--- src/rtl/uart_rx_byte.sv ---
// 8N1 UART receiver, LSB first. Each received byte is handed out through a
// one-deep valid/ready register; framing errors and overruns are flagged as one-cycle pulses.
module uart_rx_byte #(
    parameter int CLK_FREQ     = 12000000,
    parameter int BAUD         = 115200,
    parameter int CLKS_PER_BIT = CLK_FREQ / BAUD,
    parameter int HALF_BIT     = CLKS_PER_BIT / 2
) (
    input  logic       clk,
    input  logic       resetn,
    input  logic       rx,
    output logic [7:0] data,
    output logic       valid,
    input  logic       ready,
    output logic       frame_err,
    output logic       overrun,
    output logic       busy
);
    localparam int CW = $clog2(CLKS_PER_BIT);

    typedef enum logic [2:0] {
        IDLE,
        START,
        DATA,
        STOP,
        BRK
    } state_t;

    state_t          state_q;
    logic            sync1_q;
    logic            rx_s_q;
    logic [CW-1:0]   baud_q;
    logic [2:0]      bit_q;
    logic [7:0]      shift_q;
    logic [7:0]      data_q;
    logic            valid_q;
    logic            frame_err_q;
    logic            overrun_q;
    logic            busy_q;
    logic            deliver_q;

    always_ff @(posedge clk) begin
        if (!resetn) begin
            sync1_q     <= 1'b1;
            rx_s_q      <= 1'b1;
            state_q     <= IDLE;
            baud_q      <= '0;
            bit_q       <= '0;
            shift_q     <= '0;
            data_q      <= '0;
            valid_q     <= 1'b0;
            frame_err_q <= 1'b0;
            overrun_q   <= 1'b0;
            busy_q      <= 1'b0;
            deliver_q   <= 1'b0;
        end else begin
            sync1_q     <= rx;
            rx_s_q      <= sync1_q;
            frame_err_q <= 1'b0;
            overrun_q   <= 1'b0;
            deliver_q   <= 1'b0;

            case (state_q)
                IDLE: begin
                    if (!rx_s_q) begin
                        state_q <= START;
                        baud_q  <= '0;
                        busy_q  <= 1'b1;
                    end
                end
                START: begin
                    if (baud_q == CW'(HALF_BIT - 1)) begin
                        baud_q <= '0;
                        bit_q  <= '0;
                        // A start bit that is gone by its centre is treated as line noise.
                        if (!rx_s_q) begin
                            state_q <= DATA;
                        end else begin
                            state_q <= IDLE;
                            busy_q  <= 1'b0;
                        end
                    end else begin
                        baud_q <= baud_q + CW'(1);
                    end
                end
                DATA: begin
                    if (baud_q == CW'(CLKS_PER_BIT - 1)) begin
                        baud_q  <= '0;
                        shift_q <= {rx_s_q, shift_q[7:1]};
                        if (bit_q == 3'd7) begin
                            bit_q   <= '0;
                            state_q <= STOP;
                        end else begin
                            bit_q <= bit_q + 3'd1;
                        end
                    end else begin
                        baud_q <= baud_q + CW'(1);
                    end
                end
                STOP: begin
                    if (baud_q == CW'(CLKS_PER_BIT - 1)) begin
                        baud_q <= '0;
                        // Leaving mid-stop-bit lets a back-to-back start edge be caught.
                        if (rx_s_q) begin
                            deliver_q <= 1'b1;
                            state_q   <= IDLE;
                            busy_q    <= 1'b0;
                        end else begin
                            frame_err_q <= 1'b1;
                            state_q     <= BRK;
                        end
                    end else begin
                        baud_q <= baud_q + CW'(1);
                    end
                end
                BRK: begin
                    if (rx_s_q) begin
                        state_q <= IDLE;
                        busy_q  <= 1'b0;
                    end
                end
                default: begin
                    state_q <= IDLE;
                    busy_q  <= 1'b0;
                end
            endcase

            if (deliver_q) begin
                if (!valid_q || ready) begin
                    data_q  <= shift_q;
                    valid_q <= 1'b1;
                end else begin
                    overrun_q <= 1'b1;
                end
            end else if (valid_q && ready) begin
                valid_q <= 1'b0;
            end
        end
    end

    assign data      = data_q;
    assign valid     = valid_q;
    assign frame_err = frame_err_q;
    assign overrun   = overrun_q;
    assign busy      = busy_q;
endmodule

--- config.mk ---
export PLATFORM = sky130hd
export DESIGN_NAME = uart_rx_byte
export DESIGN_NICKNAME = d
export VERILOG_FILES = /design/src/rtl/uart_rx_byte.sv
export SDC_FILE = /design/constraint.sdc
export NUM_CORES = 1
export LEC_CHECK = 0
export BUFFER_PORTS_ARGS = -buffer_cell sky130_fd_sc_hd__buf_2
export CAP_MARGIN = 20
export CORE_AREA = 2 2 63 65
export CTS_BUF_LIST = sky130_fd_sc_hd__clkbuf_16
export DETAILED_ROUTE_END_ITERATION = 8
export DIE_AREA = 0 0 65 67
export PLACE_DENSITY = 0.65
export SLEW_MARGIN = 20
export SYNTH_ARGS = -nofsm -noshare
export SYNTH_HDL_FRONTEND = slang
export SYNTH_SLANG_ARGS = --single-unit
export TNS_END_PERCENT = 5
--- constraint.sdc ---
create_clock -name clk -period 3.45 [get_ports clk]
set_input_delay 0.69 -clock clk [delete_from_list [all_inputs] [get_ports clk]]
set_output_delay 0.69 -clock clk [all_outputs]
set_load 0.01 [all_outputs]
# == Word level (Yosys, flattened, before mapping) ==
# Index checks and enable logic that the tools add are counted.
# classes
add_sub_neg,2
n_eq_ne,14
muxes,28
n_bitwise,1
reduce_logical,17
# ops
op,n
2-to-1 mux 3 bit,10
2-to-1 mux 7 bit,3
case mux 7 bit (3 select lines),1
case mux 3 bit (5 select lines),1
"inequality test 2 bit, second input constant",6
2-to-1 mux 1 bit,10
AND reduction 2 bit,5
"adder 7 x 1 -> 7 bit, second input constant",1
"equality test 7 x 6 -> 1 bit, second input constant",1
"equality test 7 bit, second input constant",1
"equality test 3 x 2 -> 1 bit, second input constant",2
"equality test 3 bit, second input constant",2
case mux 3 bit (2 select lines),1
AND reduction 3 bit,2
AND reduction 6 bit,1
case mux 1 bit (5 select lines),1
AND reduction 4 bit,1
nonzero test 2 bit,2
"adder 3 x 1 -> 3 bit, second input constant",1
"equality test 3 x 1 -> 1 bit, second input constant",1
zero test 3 bit,1
nonzero test 3 bit,1
2-to-1 mux 2 bit,1
"inequality test 2 x 1 -> 1 bit, second input constant",1
other kinds (5),5
# totals
regBits,36
input_bits,4
out_inout_bits,12
word_cells,74

# == Longest topological paths before layout ==
# Gate-level depths: netlist of the first run.
# depth
depth_word,4
ltp_mapped,5
depth_no_buf,5

# == Worst setup path before layout of the first run ==
# OpenSTA, ideal clock, no wires.
# synth_path
path_kind,register to register
from,reg baud_q[0]
to,reg shift_q[0]
setup_time_ns,0.116
t_arrival_ns,1.581
required_time_ns,3.334
path_slack_ns,1.753
stages_incl_launch_ff,6
path_buffers,0
synth_period_minus_slack_ns,1.697
cell_sequence,dfxtp_1 > ha_1 > nand3b_4 > nor4_4 > mux2i_1 > nor2b_1
# synth_via
elab_chain_cells,2
# synth_rtl
item,line,text
"start, declared",32,logic [CW-1:0] baud_q;
"start signal, assigned",83,baud_q <= baud_q + CW'(1);
"start signal, assigned",97,baud_q <= baud_q + CW'(1);
"start signal, assigned",113,baud_q <= baud_q + CW'(1);
equality test 7 bit,87,if (baud_q == CW'(CLKS_PER_BIT - 1)) begin
AND reduction 2 bit (no source line),-,
"end signal, assigned",89,"shift_q <= {rx_s_q, shift_q[7:1]};"
"end, declared",34,logic [7:0] shift_q;
# No other way between the ends.
# A chain may end at the register's enable or synchronous reset.

# == Final worst setup path of the first run ==
# layout_path
from,reg baud_q[0]
to,reg shift_q[6]
# Same word-level chain as after synthesis.

==> run metrics, run 1 <==
outcome=complete, no violations; DRC=0; Core Area=3610 µm²; Syn Area/Cell=9.91 µm²; clk_lat worst skew=0.27 ns; async set or reset register ratio after synthesis=0%; Lkg Pwr=0.840 nW; Max Clock Freq=0.521 GHz; post-CTS sizing=0; diode count=0; final hold vios=0; gr ovfl total=0; Cell Int Power=0.000697 W; WL final=2690 µm; largest net degree at the start of global routing=32; Die W=65 µm; Reg clk slew, reported paths=0.05 ns; Via density=5.10; Post-CTS Setup Bufs=0; layout cells sized above 1=16.2%; final setup margin=1.53 ns; Arr. time, crit path=2.08 ns; WHS Endpoint=rx_s_q; most used standard cell by instance count after synthesis=dfxtp_1; TritonRoute pass-1 iters=4; Worst Path Required=3.61 ns; Synth top cells by count=dfxtp_1 (36), mux2i_1 (20), nor2b_1 (20); Main synth FF type=dfxtp_1; post-layout min period=1.92 ns; mapped cell area=1620 µm²; Critical Path End Type=register; Final Wtd Congestion=0.859; Place WS=1.55 ns; clock network fraction of design power=48.5%; clk_skew=0.00261 ns; sw power=0.000179 W; gr usage total=14.3%; Peak supply drop=0.230 mV; final design utilization=51.7%; syn_nets=170; Post-DRT Antenna Nets=0; Post-DP HPWL=1990 µm; Cell Rows=22; top cell type's share of synthesized area=44.6%; cts bufs inserted=5; Slew Limit Fails=0; worst-path cell chain=ha_1 > nand3b_4 > nor4_4 > mux2i_1 > nor2b_1; RSZ-0062 raised after global routing=no; Clock Root Buffer=clkbuf_16; Comb power frac=3.1%; Hold Crit Class=register to register; sw frac=20.5%; crit start category=register; Ys Warns=0; clock tree buffer depth=2; HP Start=sync1_q; Area growth syn-to-layout=15.5%; first-pass GRT wire length=4630 µm; htree depth=2; Die Y-Extent=67 µm; final setup vio count=0; Avg WL per Cell=11.9 µm; cell taking the most area after synthesis=dfxtp_1; CTS Sinks=36; Slew headroom=47.7%; Worst-Margin Slew=0.783 ns; Initial DRC Count=48; Crit Path Class=register to register; Cells after DPL=219; Reg2Reg Depth=5; Initial Utilization=44.8%; number of enable flip-flop cells after synthesis=0; cell family with most CP delay=simple AND/OR/NAND/NOR gates; ratio of final minimum period to clock period=55.7%; initial antenna violation count=0; routed vias=1158; nets=185; PwrDens=470 nW/µm²; Seq/Total Area, Yosys=44.6%; max-cap violations=0; setup_tns=0 ns; unique cell type count in the Yosys netlist=34; hold path cells=1; worst r2r src=baud_q[0]; R2R Setup Slk=1.53 ns; Post-Syn Instances=163; Port Buf Inserts=15; Critical R2R Capture=shift_q[6]; WP buf/inv=0; IO Pins=16; CTS tree=done; Reg power frac=48.4%; hold-fix buffers at CTS=0; die area=4360 µm²; worst hold margin=0.418 ns; Yosys reg bits=36; vias in the first global route=1041; Synth area leaders=dfxtp_1 (45%), mux2i_1 (12%), nor2b_1 (7.7%); CP peak stage delay=0.67 ns; Non-Filler Instances=227; largest fanout on the critical path=8; slowest CP cell=nor4_4
cell usage in the layout, fill, tap and decap left out, drive strengths merged, types with 4 or more instances in the layout:
cell type  instances
xnor2              5
nand2              8
nand2b             5
nor3               4
clkbuf             5
nand3              5
nor2              17
nor2b             20
mux2i             20
dfxtp             36
o21ai              4
buf               15
final cells by class:
| type | instances | area, µm² |
|---|---|---|
| repair buffers | 15 | 75.1 |
| inverters | 3 | 11.3 |
| well taps | 48 | 60.1 |
| fillers | 353 | 1740 |
| flip-flops and latches | 36 | 721 |
| multi-input cells | 117 | 855 |
| clock buffers | 5 | 125 |
| clock inverters | 3 | 18.8 |
how the worst max path moves through the flow:
stage               startpoint          to  slack, ns  depth (start not counted)
floorplan            baud_q[0]  shift_q[0]       1.75                          5
global placement     baud_q[0]  shift_q[5]       1.63                          5
detailed placement   baud_q[0]  shift_q[0]       1.55                          5
CTS                  baud_q[0]  shift_q[6]       1.53                          5
global route         baud_q[0]  shift_q[6]       1.41                          5
finish               baud_q[0]  shift_q[6]       1.53                          5
kinds of logic (layout without fill, tap and decap cells):
group	after synthesis	count (layout)	share of synthesized area [%]
muxes	20	20	12.4
AOI/OAI and AO/OA	15	15	7.67
adders and majority gates	3	3	2.32
xor gates and xnor gates	5	5	2.71
DFF	36	36	44.6
and+or+nand+nor	74	74	27.8
buffers and inverters	10	26	2.48
per-layer routing:
metal | up-vias | part of all wire [%] | global-route usage (%)
met5 | - | 0 | 0
met4 | 0 | 0.52 | 6.38
met3 | 2 | 4.5 | 5.74
met2 | 20 | 48 | 23.1
met1 | 537 | 47 | 16.7
li1 | 599 | - | -
power groups by stage:
stage,registers [W],logic [W],clock network (W)
2_1_floorplan,0.000431,0.0000228,0
3_3_place_gp,0.000433,0.0000268,0
3_5_place_dp,0.000433,0.0000276,0
4_1_cts,0.000424,0.0000276,0.000439
5_1_grt,0.000425,0.0000308,0.000463
6_report,0.000424,0.0000272,0.000425
flip-flops by register name, summed over array words and instances (netlist names):
register / count
busy: 1
shift_q: 8
valid: 1
frame_err: 1
deliver_q: 1
bit_q: 3
state_q: 3
sync1_q: 1
baud_q: 7
rx_s_q: 1
overrun: 1
data: 8
metrics by stage:
step | total power (W) | cell area (µm²)
detailed placement | 0.000461 | 1720
global route | 0.000918 | 1870
global placement | 0.000460 | 1720
floorplan | 0.000454 | 1620
finish | 0.000876 | 1870
CTS | 0.000891 | 1870
worst register-to-register path: cells and delay by family (launching register included):
| kind | cells | cell delay [ns] |
|---|---|---|
| adder cells (fa/ha/maj) | 1 | 0.29 |
| flip-flops | 1 | 0.37 |
| multiplexers | 1 | 0.28 |
| AND/OR/NAND/NOR | 3 | 0.87 |
Power figures use the tool's default switching activity.
==> inputs of run 2 (changes only) <==
--- a/config.mk
+++ b/config.mk
@@ -11,7 +11,7 @@
 export CTS_BUF_LIST = sky130_fd_sc_hd__clkbuf_16
 export DETAILED_ROUTE_END_ITERATION = 8
 export DIE_AREA = 0 0 65 67
-export PLACE_DENSITY = 0.65
+export PLACE_DENSITY = 0.68
 export SLEW_MARGIN = 20
 export SYNTH_ARGS = -nofsm -noshare
 export SYNTH_HDL_FRONTEND = slang
==> constraint.sdc (replaced) <==
create_clock -name clk -period 1.6 [get_ports clk]
set_input_delay 0.32 -clock clk [delete_from_list [all_inputs] [get_ports clk]]
set_output_delay 0.32 -clock clk [all_outputs]
set_load 0.01 [all_outputs]
==> run 2 against run 1 <==
Clock power increased to 2.5 times the previous value. Setup slack got worse by 1.5 ns. Hold slack got worse by 0.20 ns. Combinational power increased to 3.0 times the previous value. Utilization increased by 5.5 points. Power increased by 140%. Maximum frequency increased by 23%. First-iteration DRC count decreased by 19%. Critical path type unchanged. Critical endpoint is now busy. Largest cell class unchanged.
==> run metrics, run 2 (synthesis gave the netlist of run 1 again) <==
final non-filler cell area=2060 µm²; Post-CTS Setup Bufs=0; setup_tns=0 ns; largest net degree at the start of global routing=21; hold path cells=2; die area=4360 µm²; initial antenna violation count=0; Initial Utilization=44.8%; clock tree buffer depth=2; commonest non-fill, non-tap cells in the layout=dfxtp_1 (33), nor2b_1 (20), mux2i_1 (19), nor2_1 (17), buf_2 (15); WHS Endpoint=sync1_q; clk_lat worst skew=0.28 ns; final setup margin=0.0328 ns; worst-path cell chain=or4b_4 > a211oi_4 > nor2_1 > a22o_1; Lkg Pwr=0.922 nW; cts bufs inserted=5; Slew Limit Fails=0; diode count=0; clk_skew=0.00412 ns; Clock Root Buffer=clkbuf_16; final hold vios=0; Cell Rows=22; Die W=65 µm; layout cells sized above 1=25.9%; Worst-Margin Slew=0.423 ns; Peak supply drop=0.452 mV; Crit Path Class=register to register; Placed Instance Area=1860 µm²; commonest non-fill, non-tap cell in the layout=dfxtp_1; Core Area=3610 µm²; Avg WL per Cell=13.2 µm; Port Buf Inserts=15; IO Pins=16; gr usage total=16.9%; RSZ-0062 raised after global routing=yes; Setup crit start=baud_q[6]; gr ovfl total=0; outcome=complete, no violations; htree depth=2; hold-fix buffers at CTS=0; Max Clock Freq=0.638 GHz; Reg clk slew, reported paths=0.05 ns; Critical Path End Type=register; nets=199; slowest CP cell=or4b_4; crit start category=register; Area growth syn-to-layout=27.7%; R2R Setup Slk=0.03 ns; Reg2Reg Depth=4; Hold Crit Class=input pin to register; CP peak stage delay=0.57 ns; Initial DRC Count=39; Die Y-Extent=67 µm; largest fanout on the critical path=4; Final Wtd Congestion=0.810; WL final=3180 µm; ratio of final minimum period to clock period=98.0%; final design utilization=57.2%; post-layout min period=1.57 ns; max-cap violations=0; Place WS=-0.00270 ns; Slew headroom=71.7%; CTS tree=done; PwrDens=1010 nW/µm²; Post-DP HPWL=2290 µm; DRC=0; TritonRoute pass-1 iters=4; worst r2r src=baud_q[6]; Worst Path Required=1.77 ns; Critical R2R Capture=busy; CTS Sinks=36; HP Start=rx; Arr. time, crit path=1.73 ns; vias in the first global route=1273; Via density=5.14; final setup vio count=0; Post-DRT Antenna Nets=0; routed vias=1239; first-pass GRT wire length=5590 µm
## run 2: final cells by class
| cell class | count | area, µm² |
|---|---|---|
| fillers | 303 | 1540 |
| multi-input cells | 117 | 907 |
| flip-flops and latches | 36 | 724 |
| repair buffers | 29 | 193 |
| clock buffers | 5 | 125 |
| well taps | 48 | 60.1 |
| clock inverters | 3 | 42.5 |
| inverters | 3 | 11.3 |
## run 2: how the worst max path moves through the flow
| stage | end |
|---|---|
| after global routing | baud_q[2] |
| after floorplan | busy |
| after CTS | busy |
| after detailed placement | baud_q[1] |
| final | busy |
| after global placement | busy |
## run 2: metrics by stage
stage / cells / power (W) / hold WS (ns)
2_1_floorplan: 163 / 0.000982 / 0.386
3_3_place_gp: 234 / 0.00101 / 0.390
3_5_place_dp: 234 / 0.00101 / 0.403
4_1_cts: 242 / 0.00210 / 0.221
5_1_grt: 241 / 0.00216 / 0.227
6_report: 241 / 0.00208 / 0.222
## run 2: report_power, final
group	switching (W)	total (W)	internal [W]	leakage (nW)
Sequential	0.00000923	0.000916	0.000906	0.292
Combinational	0.0000431	0.0000826	0.0000395	0.550
Clock	0.000350	0.00108	0.000730	0.0798
## run 2: layer usage
layer,up-vias,wire length [µm],share of wire (%),track usage [%]
met2,25,1660,52,29.0
met5,-,0,0,0
met1,588,1370,43,19.5
met3,4,109,3.4,5.24
li1,622,-,-,-
met4,0,36,1.1,6.65
## run 2: what timing repair did
action / 4_1_cts / 5_1_grt
resized for setup: 2 / 9
hold endpoints to repair: 0 / 0
endpoints found under the setup margin: 6 / 19
pin swaps: 1 / 6
gates cloned: 0 / 0
## run 2: critical path, delay by kind of cell (launching register included)
family | cells | cell delay, ns
flops | 1 | 0.35
simple gates | 2 | 0.66
compound gates | 2 | 0.46
==> inputs of run 3 (changes only) <==
--- a/config.mk
+++ b/config.mk
@@ -7,11 +7,11 @@
 export LEC_CHECK = 0
 export BUFFER_PORTS_ARGS = -buffer_cell sky130_fd_sc_hd__buf_2
 export CAP_MARGIN = 20
-export CORE_AREA = 2 2 63 65
+export CORE_AREA = 8 8 73 68
 export CTS_BUF_LIST = sky130_fd_sc_hd__clkbuf_16
 export DETAILED_ROUTE_END_ITERATION = 8
-export DIE_AREA = 0 0 65 67
-export PLACE_DENSITY = 0.68
+export DIE_AREA = 0 0 81 76
+export PLACE_DENSITY = 0.67
 export SLEW_MARGIN = 20
 export SYNTH_ARGS = -nofsm -noshare
 export SYNTH_HDL_FRONTEND = slang
==> run 3 against run 2 <==
Clock-buffer cell count stayed put. Cell count is 0.41% lower. Global-route usage fell by 5.6 points. Power shrank 8.2%. Wire length rose by 3.6%. Critical path depth rose by 2. Clock skew is 0.00055 ns higher. Maximum frequency shrank 0.49%. Final area is 2.9% lower. Clock power fell by 15%. Register-to-register slack about the same. Hold slack lost 0.0019 ns. Critical path type unchanged. Critical endpoint is now baud_q[1]. Largest cell class unchanged. Highest routed layer unchanged.
==> run metrics, run 3 (synthesis gave the netlist of run 1 again) <==
DRC=0; vias in the first global route=1178; PwrDens=952 nW/µm²; crit start category=register; Final Wtd Congestion=0.822; setup_tns=0 ns; R2R Setup Slk=0.03 ns; commonest non-fill, non-tap cell in the layout=dfxtp_1; routed vias=1215; ratio of final minimum period to clock period=98.4%; Slew Limit Fails=0; first-pass GRT wire length=5540 µm; gr usage total=11.3%; clock tree buffer depth=2; Die Y-Extent=76 µm; nets=198; final setup vio count=0; Reg2Reg Depth=6; largest net degree at the start of global routing=20; IO Pins=16; largest fanout on the critical path=6; max-cap violations=0; final setup margin=0.0251 ns; hold path cells=2; Initial Utilization=41.9%; clk_lat worst skew=0.28 ns; hold-fix buffers at CTS=0; slowest CP cell=a2111oi_4; Worst-Margin Slew=0.414 ns; Post-DRT Antenna Nets=0; cell family with most CP delay=compound AO/OA/AOI/OAI gates; htree depth=2; cts bufs inserted=5; RSZ-0062 raised after global routing=yes; gr ovfl total=0; Cell Rows=22; clk_skew=0.00467 ns; Initial DRC Count=85; CTS tree=done; Avg WL per Cell=13.7 µm; Slew headroom=72.2%; Worst Path Required=1.80 ns; final hold vios=0; Max Clock Freq=0.635 GHz; Core Area=3850 µm²; CP peak stage delay=0.35 ns; die area=6160 µm²; WL final=3290 µm; FILL cells=362; TritonRoute pass-1 iters=4; outcome=complete, no violations; Post-DP HPWL=2340 µm; Hold Crit Class=input pin to register; Sequential Area=724 µm²; Port Buf Inserts=15; Post-CTS Setup Bufs=0; Via density=5.06; Area growth syn-to-layout=24.1%; Critical Path End Type=register; initial antenna violation count=0; diode count=0; Arr. time, crit path=1.77 ns; Crit Path Class=register to register; Reg clk slew, reported paths=0.05 ns; Critical Path Stages=6; post-layout min period=1.57 ns; Clock Root Buffer=clkbuf_16; Die W=81 µm; layout cells sized above 1=23.4%; commonest non-fill, non-tap cells in the layout=dfxtp_1 (33), mux2i_1 (20), nor2b_1 (20), nor2_1 (17), buf_2 (15); Multi-input gate area=883 µm²; worst-path cell chain=ha_4 > and3b_1 > a2111oi_4 > o41ai_2 > buf_4 > a21oi_1; CTS Sinks=36; Lkg Pwr=0.908 nW; WP buf/inv=1; worst hold margin=0.220 ns; Place WS=-0.0500 ns; Peak supply drop=0.703 mV; final design utilization=52.0%
## run 3: worst paths after layout
path | start | to
hold / removal | rx | sync1_q
hold reg to reg | sync1_q | rx_s_q
setup / recovery | baud_q[1] | baud_q[1]
setup reg to reg | baud_q[1] | baud_q[1]
## run 3: per-layer routing
metal	vias up	GRT usage [%]	wire (µm)	part of all wire, %
met5	-	0	0	0
met4	0	5.89	77	2.3
met3	5	3.66	128	3.9
met2	16	17.5	1530	46
met1	576	13.4	1560	47
li1	618	-	-	-
## run 3: timing repair
item	4_1_cts	5_1_grt
hold endpoints to repair	0	0
pin swaps	1	1
endpoints found under the setup margin	10	17
resized for setup	2	5
## run 3: area by class of cell
| cell class | count | area share [%] |
|---|---|---|
| well taps | 48 | 3.00 |
| inverters | 3 | 0.562 |
| repair buffers | 28 | 9.24 |
| clock inverters | 3 | 0.749 |
| flip-flops and latches | 36 | 36.1 |
| clock buffers | 5 | 6.24 |
| multi-input cells | 117 | 44.1 |
## run 3: where the power goes
group          leakage (nW)  total (W)  switching [W]  internal [W]
clock                0.0687   0.000915       0.000350      0.000565
sequential            0.292   0.000914     0.00000876      0.000906
combinational         0.547  0.0000786      0.0000402     0.0000384
total                 0.908    0.00191       0.000399       0.00151
## run 3: worst reg2reg max path: stages (launching register included)
cell and delay, ns:
dfxtp_2 0.34, ha_4 0.18, and3b_1 0.22, a2111oi_4 0.35, o41ai_2 0.12, buf_4 0.17
a21oi_1 0.12
## run 3: stage by stage
stage          area [µm²]  power, W  cells
2_1_floorplan        1630  0.000982    163
3_3_place_gp         1840   0.00101    232
3_5_place_dp         1840   0.00101    232
4_1_cts              2000   0.00193    240
5_1_grt              2000   0.00197    240
6_report             2000   0.00191    240
